--- src/rtl/dist_tx_sched.sv ---
// -----------------------------------------------------------------------------
// dist_tx_sched -- distance-point transmit scheduler
//
// Buffers resampled distance points in an 8-entry FIFO. Each point is sent
// downstream as three 16-bit words: angle, dist, rssi. Revolution headers
// (A55A + frame count) and requested status words are merged into the same
// valid/ready stream. A fixed-priority arbiter picks the next source only at
// a word-group boundary, so a point's three words always stay together.
//
// Optional feature: define DIST_CHKSUM_EN to add a 16-bit wrapping checksum
// of all transferred point words. The checksum is sent as one word just
// before each header, and the sum restarts from zero after it is sent.
//
// Ports
//   i_clk_50m    single system clock
//   i_rst_n      asynchronous active-low reset
//   i_zero_sign  revolution-start pulse (queues at most one header)
//   i_dist_sig   point-valid strobe; samples i_code_angle / i_edge_data
//   i_code_angle point angle
//   i_edge_data  {rise, fall, dist, rssi}; only dist[31:16] and rssi[15:0]
//                are used
//   i_stat_req   status request, held high until o_stat_ack
//   i_stat_data  status word, captured when the status word is selected
//   o_stat_ack   one-cycle pulse when the status word transfers
//   o_tx_valid   word offered downstream
//   o_tx_data    offered word, held stable while stalled
//   i_tx_ready   downstream accepts the word
//   o_ovf_cnt    dropped-point count, saturates at 255
//   o_frame_cnt  emitted-header count, wraps
// -----------------------------------------------------------------------------
module dist_tx_sched (
  input  logic        i_clk_50m,
  input  logic        i_rst_n,
  input  logic        i_zero_sign,
  input  logic        i_dist_sig,
  input  logic [15:0] i_code_angle,
  input  logic [63:0] i_edge_data,
  input  logic        i_stat_req,
  input  logic [15:0] i_stat_data,
  output logic        o_stat_ack,
  output logic        o_tx_valid,
  output logic [15:0] o_tx_data,
  input  logic        i_tx_ready,
  output logic [7:0]  o_ovf_cnt,
  output logic [15:0] o_frame_cnt
);

  localparam int DEPTH = 8;
  localparam logic [15:0] HDR_MAGIC = 16'hA55A;

  typedef enum logic [2:0] {
    S_IDLE, S_HDR0, S_HDR1, S_STAT, S_PANG, S_PDST, S_PRSI
`ifdef DIST_CHKSUM_EN
    , S_CSUM
`endif
  } state_t;

  state_t      state_q, state_d;
  logic [47:0] mem_q [DEPTH];
  logic [2:0]  wr_ptr_q, wr_ptr_d;
  logic [2:0]  rd_ptr_q, rd_ptr_d;
  logic [3:0]  count_q, count_d;
  logic [47:0] pt_q, pt_d;
  logic [15:0] stat_q, stat_d;
  logic        hdr_pend_q, hdr_pend_d;
  logic [7:0]  ovf_q, ovf_d;
  logic [15:0] frame_q, frame_d;
`ifdef DIST_CHKSUM_EN
  logic [15:0] csum_q, csum_d;
`endif

  logic pop;
  logic push;
  logic full;
  logic hdr1_done;
  logic unused_edge;

  // rise/fall halves of the edge word are not carried in the point.
  assign unused_edge = ^i_edge_data[63:32];

  // ---------------------------------------------------------------------------
  // Arbitration and word sequencing
  // ---------------------------------------------------------------------------
  // NOTE: every signal driven here gets a default first, so no path through
  // the case can leave it unassigned and infer a latch.
  always_comb begin
    state_d = state_q;
    pop     = 1'b0;
    pt_d    = pt_q;
    stat_d  = stat_q;
    unique case (state_q)
      S_IDLE: begin
        if (hdr_pend_q) begin
`ifdef DIST_CHKSUM_EN
          state_d = S_CSUM;
`else
          state_d = S_HDR0;
`endif
        end else if (i_stat_req) begin
          state_d = S_STAT;
          stat_d  = i_stat_data;
        end else if (count_q != 4'd0) begin
          // The point leaves the FIFO here, so its slot is free for a
          // write arriving in this same cycle.
          state_d = S_PANG;
          pop     = 1'b1;
          pt_d    = mem_q[rd_ptr_q];
        end
      end
`ifdef DIST_CHKSUM_EN
      S_CSUM: if (i_tx_ready) state_d = S_HDR0;
`endif
      S_HDR0: if (i_tx_ready) state_d = S_HDR1;
      S_HDR1: if (i_tx_ready) state_d = S_IDLE;
      S_STAT: if (i_tx_ready) state_d = S_IDLE;
      S_PANG: if (i_tx_ready) state_d = S_PDST;
      S_PDST: if (i_tx_ready) state_d = S_PRSI;
      S_PRSI: if (i_tx_ready) state_d = S_IDLE;
      default: state_d = S_IDLE;
    endcase
  end

  // Output word is a pure function of registered state, so it cannot change
  // while a word is stalled.
  always_comb begin
    o_tx_data = 16'h0000;
    unique case (state_q)
`ifdef DIST_CHKSUM_EN
      S_CSUM: o_tx_data = csum_q;
`endif
      S_HDR0: o_tx_data = HDR_MAGIC;
      S_HDR1: o_tx_data = frame_q;
      S_STAT: o_tx_data = stat_q;
      S_PANG: o_tx_data = pt_q[47:32];
      S_PDST: o_tx_data = pt_q[31:16];
      S_PRSI: o_tx_data = pt_q[15:0];
      default: o_tx_data = 16'h0000;
    endcase
  end

  assign o_tx_valid  = (state_q != S_IDLE);
  assign o_stat_ack  = (state_q == S_STAT) & i_tx_ready;
  assign o_ovf_cnt   = ovf_q;
  assign o_frame_cnt = frame_q;

  // ---------------------------------------------------------------------------
  // FIFO bookkeeping, header flag, counters
  // ---------------------------------------------------------------------------
  always_comb begin
    full      = (count_q == 4'(DEPTH));
    push      = i_dist_sig & (~full | pop);
    wr_ptr_d  = wr_ptr_q + 3'(push);
    rd_ptr_d  = rd_ptr_q + 3'(pop);
    count_d   = count_q + 4'(push) - 4'(pop);
    ovf_d     = ovf_q;
    if (i_dist_sig && !push && ovf_q != 8'hFF) ovf_d = ovf_q + 8'd1;
    hdr1_done = (state_q == S_HDR1) & i_tx_ready;
    // A pulse while a header is already pending (including its final
    // transfer cycle) is absorbed into that header.
    hdr_pend_d = hdr_pend_q ? ~hdr1_done : i_zero_sign;
    frame_d    = frame_q + 16'(hdr1_done);
`ifdef DIST_CHKSUM_EN
    csum_d = csum_q;
    if (state_q == S_CSUM && i_tx_ready) begin
      csum_d = 16'h0000;
    end else if ((state_q == S_PANG || state_q == S_PDST || state_q == S_PRSI)
                 && i_tx_ready) begin
      csum_d = csum_q + o_tx_data;
    end
`endif
  end

  // NOTE: sequential state uses non-blocking assignments only, so every flop
  // samples the pre-edge value of every other flop regardless of order.
  always_ff @(posedge i_clk_50m or negedge i_rst_n) begin
    if (!i_rst_n) begin
      state_q    <= S_IDLE;
      wr_ptr_q   <= '0;
      rd_ptr_q   <= '0;
      count_q    <= '0;
      pt_q       <= '0;
      stat_q     <= '0;
      hdr_pend_q <= 1'b0;
      ovf_q      <= '0;
      frame_q    <= '0;
`ifdef DIST_CHKSUM_EN
      csum_q     <= '0;
`endif
    end else begin
      state_q    <= state_d;
      wr_ptr_q   <= wr_ptr_d;
      rd_ptr_q   <= rd_ptr_d;
      count_q    <= count_d;
      pt_q       <= pt_d;
      stat_q     <= stat_d;
      hdr_pend_q <= hdr_pend_d;
      ovf_q      <= ovf_d;
      frame_q    <= frame_d;
`ifdef DIST_CHKSUM_EN
      csum_q     <= csum_d;
`endif
    end
  end

  // NOTE: the storage array is deliberately not reset; clearing the pointers
  // and count empties the FIFO, and stale entries are never read.
  always_ff @(posedge i_clk_50m) begin
    if (push) mem_q[wr_ptr_q] <= {i_code_angle, i_edge_data[31:0]};
  end

endmodule

--- config.mk ---
export PLATFORM = sky130hd
export DESIGN_NAME = dist_tx_sched
export DESIGN_NICKNAME = d
export VERILOG_FILES = /design/src/rtl/dist_tx_sched.sv
export SDC_FILE = /design/constraint.sdc
export NUM_CORES = 1
export LEC_CHECK = 0
export ABC_AREA = 1
export BUFFER_PORTS_ARGS = -buffer_cell sky130_fd_sc_hd__buf_2
export CAP_MARGIN = 10
export CORE_ASPECT_RATIO = 0.7
export CORE_MARGIN = 10
export CORE_UTILIZATION = 40
export DETAILED_ROUTE_END_ITERATION = 10
export GPL_TIMING_DRIVEN = 0
export PLACE_DENSITY_LB_ADDON = 0.15
export SETUP_SLACK_MARGIN = 0.5
export SLEW_MARGIN = 20
export SYNTH_ARGS = -nofsm -noshare
export SYNTH_HDL_FRONTEND = slang
export SYNTH_SLANG_ARGS = --single-unit
--- constraint.sdc ---
create_clock -name i_clk_50m -period 3.7 [get_ports i_clk_50m]
set_input_delay 0.555 -clock i_clk_50m [delete_from_list [all_inputs] [get_ports i_clk_50m]]
set_output_delay 0.555 -clock i_clk_50m [all_outputs]
set_load 0.02 [all_outputs]
==> flow_summary_export.csv, run 1 <==
group,metric,value,unit
pwr,p_total,18700,uW
global_routing,grt.overflow.total,0,
global_routing,antenna_found_initial,6,
sta,hold_slack,0.234,ns
hold_path,worstHoldPathCells,3,
sta,finalCritPeriodShare,82.5,%
setup_path,r2r_end,"mem_q[3][2]",
setup_path,cp_top_family,"buffers and inverters",
cells_and_area,area_growth,17.3,%
setup_path,crit_required,3.14,ns
hold_path,hp-class,"primary input to flop",
synth,syn-num-nets,2084,
flow_run,drv_cap,0,
global_routing,grt_usage,19.3,%
route,wl,60.0,mm
synth,syn_area,20600,um2
clock_tree,cts_num_sinks,486,
setup_path,worst-r2r-setup-slack,0.78,ns
sta,timing.slew.headroom,46.0,%
setup_path,crit_chain,"buf_2 -> inv_2 -> buf_6 -> nand3_2 -> buf_2 -> nor2_1 -> a21oi_1 -> nand4_1 -> buf_2",
synth,syn_area_per_cell,10.5,um2
setup_path,regToRegStartpoint,"count_q[2]",
place,portBuffers,111,
route,drt_iter0_markers,1432,
setup_path,worstSetupEndpointType,"primary output",
route,remaining_drc_errors,0,
cells_and_area,nNetsFinal,2276,
synth,synth_cell_type_count,31,
sta,layout_min_cycle_time,3.05,ns
clock_tree,cts_tree,"yes",
sta,final_hold_viol_count,0,
die,row_count,69,
route,dr.pass1.iters,5,
setup_path,rr_worst_depth,11,
hold_path,whs_endpoint,"stat_q[7]",
synth,yosys_register_bits,486,
place,post-place-ws,0.410,ns
synth,ys_warn_count,0,
global_routing,grt_pass1_wl,89.8,mm
outcome,status,"complete, no violations",
place,gp_congestion,0.888,
clock_tree,numCtsBuffers,48,
setup_path,crit_path_start_kind,"flop",
sta,worst_slack,0.646,ns
cells_and_area,stdcell_area,24200,um2
setup_path,cp_num_buf_inv,5,
cells_and_area,nFillCells,4661,
clock_tree,htreeDepth,2,
setup_path,slowest_stage,"dfrtp_1",
synth,ys_async_sr_fraction,21.0,%
synth,synth_edf_count,384,
synth,synth_flop_cell,"edfxtp_1",
die,pin_count,144,
clock_tree,cts-root-buf,"clkbuf_16",
synth,yosysSeqAreaShare,68.4,%
clock_tree,clockBufferDepth,3,
synth,synthCells,1968,
route,post_drt_wl_per_cell,20.9,um
global_routing,grt_pass1_vias,14212,
sta,rsz0062_at_grt,"no",
die,start_util,40.5,%
pwr,vdd_drop_max,0.379,mV
route,drt.antenna.violating_nets,0,
die,die-area,61100,um2
route,via_per_inst,5.07,
setup_path,slowest_delay,0.33,ns
place,placed_cell_area,22500,um2
sta,worstMarginPinSlew,0.810,ns
hold_path,hold_path_startpoint,"i_stat_data[7]",
sta,fmax,0.327,GHz
clock_tree,cts.reportedPaths.clkPinSlew,0.07,ns
setup_path,criticalPathCategory,"flop to primary output",
setup_path,cp_max_fo,10,
die,die_x,291,um
place,dp_hpwl,41.8,mm
pwr,power_density,773,nW/um2
setup_path,cp.arrival,2.50,ns
sta,finClkSkew,0.0195,ns
pwr,p_leak,0.0103,uW
global_routing,grt_max_degree,55,
clock_tree,insertion_delay,0.58,ns
die,coreArea,50900,um2
cells_and_area,layout-drive-gt1-share,13.5,%
setup_path,critPathMostFrequentCell,"buf_2",
sta,drv_slew,0,
sta,setup_viol,0,
route,vias,14575,
setup_path,startpoint,"state_q[2]",
die,die_h,210,um
layer usage:
| layer | GRT usage [%] | vias up | share of wire [%] |
|---|---|---|---|
| met1 | 28.0 | 7046 | 46 |
| met5 | 0 | - | 0.072 |
| met3 | 3.59 | 102 | 7.7 |
| li1 | - | 6904 | - |
| met2 | 29.4 | 515 | 44 |
| met4 | 4.38 | 8 | 2.2 |
tightest hold or removal path, delay by kind of cell:
kind                   cells  cell delay [ns]
AOI/OAI and AO/OA          1             0.09
buffers and inverters      1             0.08
and+or+nand+nor            1             0.04
layout by cell type, fill, tap and decap left out, drive strengths merged:
master and n:
nand2 682, edfxtp 384, nand3 224, buf 206, inv 172, nor2 142
dfrtp 102, clkbuf 94, o21ai 56, a21oi 30, nand4 26, clkinv 21
xor2 13, ha 13, o211ai 12, nor3 6, xnor2 4, clkinvlp 3
bufinv 3, nand3b 2, o2111ai 2, diode 1, fa 1, dlygate4sd3 1
final cells by class:
| cell class | count | area (um2) | share of cell area (%) |
|---|---|---|---|
| Sequential cell | 486 | 14100 | 58.3 |
| Multi-Input combinational cell | 1213 | 5420 | 22.4 |
| Clock buffer | 60 | 1310 | 5.41 |
| Timing Repair Buffer | 142 | 1130 | 4.68 |
| Tap cell | 674 | 843 | 3.49 |
| Inverter | 170 | 638 | 2.64 |
| Buffer | 99 | 508 | 2.10 |
| Clock inverter | 29 | 225 | 0.932 |
| Antenna cell | 1 | 2.50 | 0.0104 |
what timing repair did:
action,in CTS,in global routing
setup buffers,0,11
setup endpoints to repair,0,53
hold buffers,1,0
hold endpoints to repair,48,0
gates resized for setup,0,0
worst max-delay path by stage:
stage          slack (ns)  cells past startpoint           end
2_1_floorplan        0.03                      6   mem_q[0][0]
3_3_place_gp        -2.93                      7  mem_q[7][40]
3_5_place_dp         0.41                      9  mem_q[7][40]
4_1_cts              0.53                     10  mem_q[1][43]
5_1_grt              0.53                      9  o_tx_data[7]
6_report             0.65                      9  o_tx_data[7]
sequential cells by signal (all words and copies together) (netlist names), 4 cells and up:
| signal | cells |
|---|---|
| o_frame_cnt | 16 |
| pt_q | 48 |
| count_q | 4 |
| o_ovf_cnt | 8 |
| stat_q | 16 |
| mem_q | 384 |
cell usage after synthesis, drive strengths merged (4+ instances only):
library cell / count / area, um2
nand2: 682 / 2560
edfxtp: 384 / 11500
nand3: 224 / 1130
inv: 170 / 638
nor2: 142 / 556
dfrtp: 102 / 2550
buf: 65 / 380
o21ai: 56 / 292
clkbuf: 34 / 128
a21oi: 30 / 154
nand4: 26 / 169
ha: 13 / 163
xor2: 13 / 114
o211ai: 12 / 90.1
nor3: 6 / 41.3
xnor2: 4 / 35.0
power breakdown:
| group | switching, uW | total (uW) | internal [uW] |
|---|---|---|---|
| clock | 2100 | 4820 | 2710 |
| combinational | 4580 | 6480 | 1900 |
| sequential | 388 | 7370 | 6980 |
| total | 7080 | 18700 | 11600 |
per-stage QoR:
step                std cells  util (%)  setup TNS [ns]
finish                   2874      47.5               0
detailed placement       2772      44.3               0
global placement         2753      43.2        -1052.04
floorplan                1968         -               0
global route             2874      47.5               0
CTS                      2862      47.3               0
cells by family after synthesis:
| family | count (synthesis) | share of synthesized area [%] |
|---|---|---|
| compound gates | 100 | 2.69 |
| flops | 486 | 68.4 |
| xor+xnor | 17 | 0.723 |
| buf+inv | 269 | 5.57 |
| simple gates | 1082 | 21.7 |
| fa+ha+maj | 14 | 0.887 |
(Power assumes the default switching activity.)
==> run 2, diff against run 1 <==
- clock period: 3.7 -> 2.7 ns (I/O delays scaled with it)
==> flow_summary_export.csv, run 2 (synthesis gave the netlist of run 1 again) <==
group,metric,value,unit
outcome,status,"complete, no violations",
global_routing,grt_max_degree,53,
pwr,power_density,1040,nW/um2
cells_and_area,stdcell_area,27100,um2
setup_path,slowest_delay,0.34,ns
clock_tree,cts_num_sinks,486,
sta,drv_slew,0,
route,via_per_inst,5.17,
global_routing,grt.met2_usage,31.8,%
setup_path,cp.arrival,2.13,ns
cells_and_area,nNetsFinal,2409,
sta,fmax,0.395,GHz
hold_path,hold_path_startpoint,"i_zero_sign",
global_routing,antenna_found_initial,5,
clock_tree,cts_tree,"yes",
place,portBuffers,111,
cells_and_area,final_cell_mix,"nand2_1 (668), edfxtp_1 (384), nand3_1 (210), inv_1 (157), buf_2 (128)",
clock_tree,cts.reportedPaths.clkPinSlew,0.06,ns
global_routing,grt_pass1_vias,15025,
die,pin_count,144,
die,row_count,69,
place,dp_hpwl,42.4,mm
setup_path,crit_required,2.30,ns
hold_path,whs_endpoint,"hdr_pend_q",
cells_and_area,largest_reg_flops,384,
route,post_drt_wl_per_cell,22.4,um
clock_tree,clockBufferDepth,3,
setup_path,r2r_end,"mem_q[1][44]",
setup_path,criticalPathCategory,"flop to primary output",
sta,setup_viol,0,
setup_path,regToRegStartpoint,"state_q[0]",
cells_and_area,area_growth,31.4,%
die,start_util,40.5,%
hold_path,hp-class,"primary input to flop",
place,gp_congestion,0.857,
place,placed_cell_area,22600,um2
setup_path,crit_path_start_kind,"flop",
global_routing,grt_pass1_wl,96.5,mm
route,drt_iter0_markers,1623,
route,remaining_drc_errors,0,
sta,finClkSkew,0.0102,ns
setup_path,worstSetupEndpointType,"primary output",
route,wl,67.4,mm
route,dr.pass1.iters,5,
cells_and_area,layout_commonest_cell,"nand2_1",
flow_run,drv_cap,0,
clock_tree,htreeDepth,2,
die,die_x,291,um
pwr,vdd_drop_max,0.559,mV
die,coreArea,50900,um2
setup_path,crit_chain,"buf_6 -> inv_4 -> buf_8 -> nand3_4 -> buf_6 -> nor2_2 -> a21oi_2 -> nand4_1 -> buf_6",
pwr,p_leak,0.0115,uW
clock_tree,numCtsBuffers,48,
sta,final_hold_viol_count,0,
sta,worstMarginPinSlew,0.881,ns
global_routing,grt_util_met3,4.39,%
global_routing,grt.overflow.total,0,
pwr,p_total,28100,uW
route,drt.antenna.violating_nets,0,
setup_path,slowest_stage,"dfrtp_1",
sta,worst_slack,0.166,ns
setup_path,critPathMostFrequentCell,"buf_6",
setup_path,worst-r2r-setup-slack,0.23,ns
setup_path,rr_worst_depth,14,
global_routing,grt_usage,20.8,%
sta,finalCritPeriodShare,93.8,%
die,die-area,61100,um2
global_routing,grt.met1_usage,30.3,%
cells_and_area,layout-drive-gt1-share,21.8,%
cells_and_area,regMostFlops,"mem_q",
sta,timing.slew.headroom,41.3,%
route,vias,15541,
clock_tree,cts-root-buf,"clkbuf_16",
cells_and_area,reg_top3,"mem_q (384), pt_q (48)",
sta,layout_min_cycle_time,2.53,ns
setup_path,cp_max_fo,5,
die,die_h,210,um
place,post-place-ws,-0.419,ns
clock_tree,insertion_delay,0.56,ns
sta,rsz0062_at_grt,"yes",
global_routing,gr-max-usage-layer,"met2",
hold_path,worstHoldPathCells,3,
[run 2: cell types whose count changed in the layout (fill, tap and decap cells not counted), sizes merged]
cell	delta
buf	+108
clkbuf	+28
clkinv	-1
clkinvlp	-2
inv	-3
[run 2: metal layers]
layer / vias to the layer above / routed length, um
met5: - / 30
met1: 7660 / 30600
met3: 81 / 5940
met4: 6 / 1030
li1: 7185 / -
met2: 609 / 29800
[run 2: layout make-up]
class | instances | area (um2)
well taps | 674 | 843
clock buffers | 63 | 1280
inverters | 170 | 652
diodes | 1 | 2.50
plain buffers | 99 | 614
clock inverters | 23 | 175
multi-input cells | 1213 | 5880
repair buffers | 275 | 3520
flip-flops and latches | 486 | 14100
fillers | 4281 | 23800
[run 2: timing repair]
action,4_1_cts,5_1_grt
buffers inserted,74,34
pin swaps,35,30
resized for setup,185,131
hold endpoints to repair,50,0
endpoints found under the setup margin,416,442
hold buffers,1,0
cloned,21,13
[run 2: worst max path at each step]
stage	from	end	slack (ns)	depth (start not counted)
after CTS	state_q[0]	o_tx_data[0]	0.17	8
after detailed placement	i_stat_req	mem_q[1][42]	-0.42	10
final	state_q[2]	o_tx_data[2]	0.17	9
after global placement	i_stat_req	mem_q[7][40]	-0.96	7
after floorplan	count_q[2]	count_q[2]	0.15	13
after global routing	state_q[0]	o_tx_data[2]	0.13	9
[run 2: critical path, delay by kind of cell (launching register included)]
family | cells | cell delay (ns)
buffers and inverters | 5 | 0.63
and+or+nand+nor | 3 | 0.42
AOI/OAI and AO/OA | 1 | 0.17
DFF | 1 | 0.34
[run 2: report_power, final]
| group | switching (uW) | total [uW] | internal (uW) |
|---|---|---|---|
| clock network | 2800 | 6400 | 3600 |
| registers | 608 | 10200 | 9560 |
| logic | 7210 | 11500 | 4340 |
[run 2: stage by stage]
step,std cells,utilization (%),setup TNS (ns),hold slack (ns)
final,3004,53.2,0,0.0698
after global routing,3004,53.2,0,0.0632
after CTS,2956,51.2,0,0.0506
after detailed placement,2774,44.5,-50.72,0.381
after global placement,2753,43.4,-328.98,0.463
after floorplan,1968,-,0,0.109
